==> config.mk <==
export PLATFORM = sky130hd
export DESIGN_NAME = rr_arb2
export DESIGN_NICKNAME = d
export VERILOG_FILES = /design/src/rtl/rr_arb2.sv
export SDC_FILE = /design/constraint.sdc
export NUM_CORES = 1
export LEC_CHECK = 0
export ABC_AREA = 1
export BUFFER_PORTS_ARGS = -buffer_cell sky130_fd_sc_hd__buf_2
export CAP_MARGIN = 10
export CORE_ASPECT_RATIO = 0.7
export CORE_MARGIN = 5
export CORE_UTILIZATION = 53
export CTS_CLUSTER_SIZE = 24
export DETAILED_ROUTE_END_ITERATION = 10
export PLACE_DENSITY = 0.8
export SYNTH_ARGS = -nofsm -noshare
export SYNTH_HDL_FRONTEND = slang
export SYNTH_SLANG_ARGS = --single-unit
==> constraint.sdc <==
create_clock -name clk -period 1.5 [get_ports clk]
set_input_delay 0.075 -clock clk [delete_from_list [all_inputs] [get_ports clk]]
set_output_delay 0.075 -clock clk [all_outputs]
set_load 0.01 [all_outputs]
==> src/rtl/rr_arb2.sv <==
// Two-input round-robin arbiter with a one-word registered output stage.
// Strict alternation when both channels request; back-pressure freezes priority.
module rr_arb2 #(
  parameter int WIDTH = 8,
  parameter int CNT_W = 16
) (
  input  logic             clk,
  input  logic             rst,
  input  logic             a_valid,
  input  logic [WIDTH-1:0] a_data,
  output logic             a_ready,
  input  logic             b_valid,
  input  logic [WIDTH-1:0] b_data,
  output logic             b_ready,
  output logic             sel,
  output logic             out_valid,
  output logic [WIDTH-1:0] out_data,
  input  logic             out_ready,
  output logic             out_src,
  output logic [CNT_W-1:0] cnt_a,
  output logic [CNT_W-1:0] cnt_b
);

  typedef enum logic {EMPTY = 1'b0, FULL = 1'b1} state_t;

  state_t             state_r, state_nxt_s;
  logic               prio_r;
  logic [WIDTH-1:0]   out_data_r;
  logic               out_src_r;
  logic [CNT_W-1:0]   cnt_a_r, cnt_b_r;
  logic               load_s, grant_any_s, grant_b_s, transfer_s;

  function automatic logic [CNT_W-1:0] sat_inc(input logic [CNT_W-1:0] v);
    if (v == {CNT_W{1'b1}}) begin
      sat_inc = v;
    end else begin
      sat_inc = v + CNT_W'(1);
    end
  endfunction

  // Grant decision: a lone requester wins, a tie goes to the prio channel.
  always_comb begin
    grant_any_s = 1'b0;
    grant_b_s   = prio_r;
    case ({a_valid, b_valid})
      2'b10: begin grant_any_s = 1'b1; grant_b_s = 1'b0;   end
      2'b01: begin grant_any_s = 1'b1; grant_b_s = 1'b1;   end
      2'b11: begin grant_any_s = 1'b1; grant_b_s = prio_r; end
      default: begin grant_any_s = 1'b0; grant_b_s = prio_r; end
    endcase
  end

  assign load_s     = (state_r == EMPTY) || out_ready;
  assign transfer_s = load_s && grant_any_s;

  // Handshake outputs; forced low while reset is asserted.
  always_comb begin
    sel     = 1'b0;
    a_ready = 1'b0;
    b_ready = 1'b0;
    if (rst) begin
      sel     = 1'b0;
      a_ready = 1'b0;
      b_ready = 1'b0;
    end else begin
      sel     = grant_b_s;
      a_ready = transfer_s && !grant_b_s;
      b_ready = transfer_s && grant_b_s;
    end
  end

  // Output-stage next state: a load either refills or empties the register.
  always_comb begin
    state_nxt_s = state_r;
    if (load_s) begin
      if (grant_any_s) begin
        state_nxt_s = FULL;
      end else begin
        state_nxt_s = EMPTY;
      end
    end else begin
      state_nxt_s = state_r;
    end
  end

  // Output-stage state register.
  always_ff @(posedge clk or posedge rst) begin
    if (rst) begin
      state_r <= EMPTY;
    end else begin
      state_r <= state_nxt_s;
    end
  end

  // Datapath, priority pointer and grant counters update only on a transfer.
  always_ff @(posedge clk or posedge rst) begin
    if (rst) begin
      out_data_r <= {WIDTH{1'b0}};
      out_src_r  <= 1'b0;
      prio_r     <= 1'b0;
      cnt_a_r    <= {CNT_W{1'b0}};
      cnt_b_r    <= {CNT_W{1'b0}};
    end else if (transfer_s) begin
      out_data_r <= grant_b_s ? b_data : a_data;
      out_src_r  <= grant_b_s;
      prio_r     <= !grant_b_s;
      if (grant_b_s) begin
        cnt_b_r <= sat_inc(cnt_b_r);
      end else begin
        cnt_a_r <= sat_inc(cnt_a_r);
      end
    end
  end

  assign out_valid = (state_r == FULL);
  assign out_data  = out_data_r;
  assign out_src   = out_src_r;
  assign cnt_a     = cnt_a_r;
  assign cnt_b     = cnt_b_r;

endmodule

==> impl_metrics.toml <==
[outcome]
status = "finished, final reports clean"

[floorplan]
die_h_um = 68.87
ioPinCount = 66
start_util = 0.5487
die_area_sq_um = 6480
coreArea_sq_um = 4782
fp.dieW_um = 94.10
fp-row-count = 21

[logic_synthesis]
synth_adder_area_share = 0.01907
synth-seq-area-share = 0.4101
synthXorXnorAreaFrac = 0.04006
yosysTopAreaCell = "dfrtp_1"
syn_inst = 365
synth_warnings = 0
syn_avg_cell_area_sq_um = 7.188
syn-num-nets = 390
synth_cell_types = 25
ys_seq_elements = 43
yosysTopAreaCellShare = 0.4101
synthTopCellsByArea = "dfrtp_1 41%, nand2_1 24%, inv_1 4.6%, nand3_1 4.2%, nor2_1 4.1%"
synth_area_sq_um = 2624
synth_compound_area_frac = 0.01860
synth_top_family_by_area = "simple AND/OR/NAND/NOR gates"
synthMuxAreaShare = 0
synth_simple_gate_area_frac = 0.4392

[layout]
nFillCells = 380
area_growth_pct = 37.91
register_area_sq_um = 1082
diodes = 0
fin_area_sq_um = 3618
layout.nets = 512
multiInputGateArea_sq_um = 1415
drive_gt1_frac = 0.2942

[worst_hold_path]
hold_start = "b_data[1]"
holdCritPathClass = "input pin to flip-flop"

[clocking]
root_buffer = "clkbuf_8"
path_clk_slew_ns = 0.08
ctsHtreeMaxLevel = 2
cts.sinks = 43
clock_path_buffers = 2
cts_tree = "done"
cts_buffers = 5
clock_latency_ns = 0.30

[setup_path]
critPathMostFrequentCell = "nand2_1"
crit_path_max_incr_delay_ns = 0.39
critical_path_arrival_ns = 1.66
cp-start-kind = "flip-flop"
crit_slowest_cell = "dfrtp_1"
critPathCaptureType = "flip-flop"
crit_type = "flip-flop to flip-flop"
critPathRequiredTime_ns = 1.69
reg2reg_from = "cnt_a[2]"
path_max_fanout = 6
critical_path.startpoint = "cnt_a[2]"
cp_cell_sequence = "buf_4 -> nand3_1 -> nor2_2 -> nand3_1 -> nand2_1 -> nand2_1 -> nand2_1 -> nand2_1"

[detailed_routing]
drt_iter0_drc = 206
wl_met1_um = 3257
wl_per_cell_um = 13.46
wl_met3_um = 719
wl_met2_um = 3389
avgViaCountPerCell = 5.023
first_pass_iters = 4
drc = 0
ant_nets = 0
wl_um = 7471
via_count = 2788
top_layer = "met4"

[timing]
whs_ns = 0.008544
slew_violations = 0
fin_setup_tns_ns = 0
fmax_mhz = 683.4
finalSetupViolCount = 0
finalClockSkew_ns = 0.007554
post-route-min-period_ns = 1.463
worst_pin_slew_ns = 0.3548
rsz0062_at_grt = "yes"
finalHoldViolCount = 0
post-route-period-util = 0.9755
slew_headroom = 0.7629

[global_route]
grt_overflow = 0
grt_usage = 0.2422
grt_antenna_before_repair = 0
grt_max_degree = 43
grt_pass1_vias = 2660
grt_pass1_wl_um = 12190

[power]
power_density_nw_per_um2 = 927.7
ir_worst_vdd_v = 0.0004636
fin_total_pwr_mw = 3.357
power.leakage_nw = 1.899

[placement]
portBuffers = 65
dp_hpwl_um = 5232
placed_cell_area_sq_um = 3261
gp_congestion = 0.8839

[job]
maxCapViolations = 0
[flip-flops by register name, indices dropped and copies added, names as in the netlist]
signal     cells
out_data       8
cnt_a         16
out_valid      1
prio_r         1
cnt_b         16
out_src        1
[per-stage QoR]
stage	setup slack, ns	util	instances
after floorplan	0.01948	-	365
after global placement	-0.2326	0.6818	526
after detailed placement	-0.3044	0.6818	526
after CTS	0.00003497	0.7342	549
after global routing	-0.03423	0.7567	555
final	0.03679	0.7567	555
[power breakdown]
part / total, mW / internal (mW) / leakage (nW) / switching [mW]
clock: 0.697 / 0.311 / 0.0371 / 0.386
sequential: 1.46 / 1.33 / 0.562 / 0.132
combinational: 1.20 / 0.562 / 1.30 / 0.638
total: 3.36 / 2.20 / 1.90 / 1.16
[kinds of logic after synthesis]
family                     Yosys count
and+or+nand+nor                    257
DFF                                 43
buffers and inverters               40
xor gates and xnor gates            12
AOI/OAI and AO/OA                    9
adders and majority gates            4
[Yosys cell counts]
cell and count:
nor2_2 3, buf_4 2, inv_1 32, nand2_8 1, ha_1 4, nand4_1 14, inv_2 1, nand3_2 2
buf_6 2, nand3b_1 6, a21oi_2 1, nand3_1 22, dfrtp_1 43, nand2_2 2, xnor2_1 12, nor2_4 3
o21ai_1 2, buf_12 1, buf_2 2, a21oi_1 1, nor2_1 29, nand2_1 171, nor2_8 1, nand2_4 3
o21ai_0 5
[routing by layer]
metal | up-vias | global-route usage
met5 | - | 0
met4 | 0 | 0.06847
met3 | 14 | 0.05098
met2 | 133 | 0.3917
met1 | 1264 | 0.3327
li1 | 1377 | -
[area by class of cell]
cell class / instances / share of cell area
inverters: 33 / 0.03527
multi-input cells: 283 / 0.3911
repair buffers: 121 / 0.2306
well taps: 69 / 0.02386
flip-flops and latches: 43 / 0.2991
clock buffers: 6 / 0.02006
[cells in the final DEF (no fill, tap or decap), types with 2 or more instances in the layout]
| cell type | synthesis | routed |
|---|---|---|
| nand2_1 | 171 | 168 |
| buf_2 | 2 | 65 |
| dfrtp_1 | 43 | 38 |
| buf_4 | 2 | 34 |
| inv_1 | 32 | 30 |
| nor2_1 | 29 | 26 |
| nand3_1 | 22 | 22 |
| dlygate4sd3_1 | 0 | 16 |
| nand4_1 | 14 | 14 |
| xnor2_1 | 12 | 12 |
| nand3b_1 | 6 | 6 |
| nand2_2 | 2 | 5 |
| nor2_4 | 3 | 5 |
| o21ai_0 | 5 | 5 |
| clkbuf_8 | 0 | 5 |
| dfrtp_2 | 0 | 5 |
| nor2_2 | 3 | 4 |
| nand2_4 | 3 | 3 |
| ha_1 | 4 | 3 |
| buf_12 | 1 | 3 |
| buf_6 | 2 | 3 |
| inv_2 | 1 | 2 |
| nand3_2 | 2 | 2 |
| nand2_8 | 1 | 2 |
| o21ai_1 | 2 | 2 |
[worst paths after layout]
check,end,slack [ns],cells after the start
hold reg to reg,out_data[6],0.50,2
setup / recovery,cnt_a[13],0.04,8
hold / removal,out_data[1],0.009,3
setup reg to reg,cnt_a[13],0.04,8
min in group asynchronous,out_valid,0.21,3
max in group asynchronous,cnt_b[7],0.83,4
[timing repair]
item | in CTS | in global routing
setup endpoints to repair | 12 | 30
resized for setup | 3 | 19
hold endpoints to repair | 51 | 0
gates cloned | 0 | 1
buffers inserted | 1 | 5
pin swaps | 0 | 6
hold buffers | 16 | 0
[critical path, delay by kind of cell (launching register included)]
family        cells  cell delay, ns
simple gates      7            0.80
buf+inv           1            0.16
flops             1            0.39
Note: power is estimated with default switching activity, not from simulation.
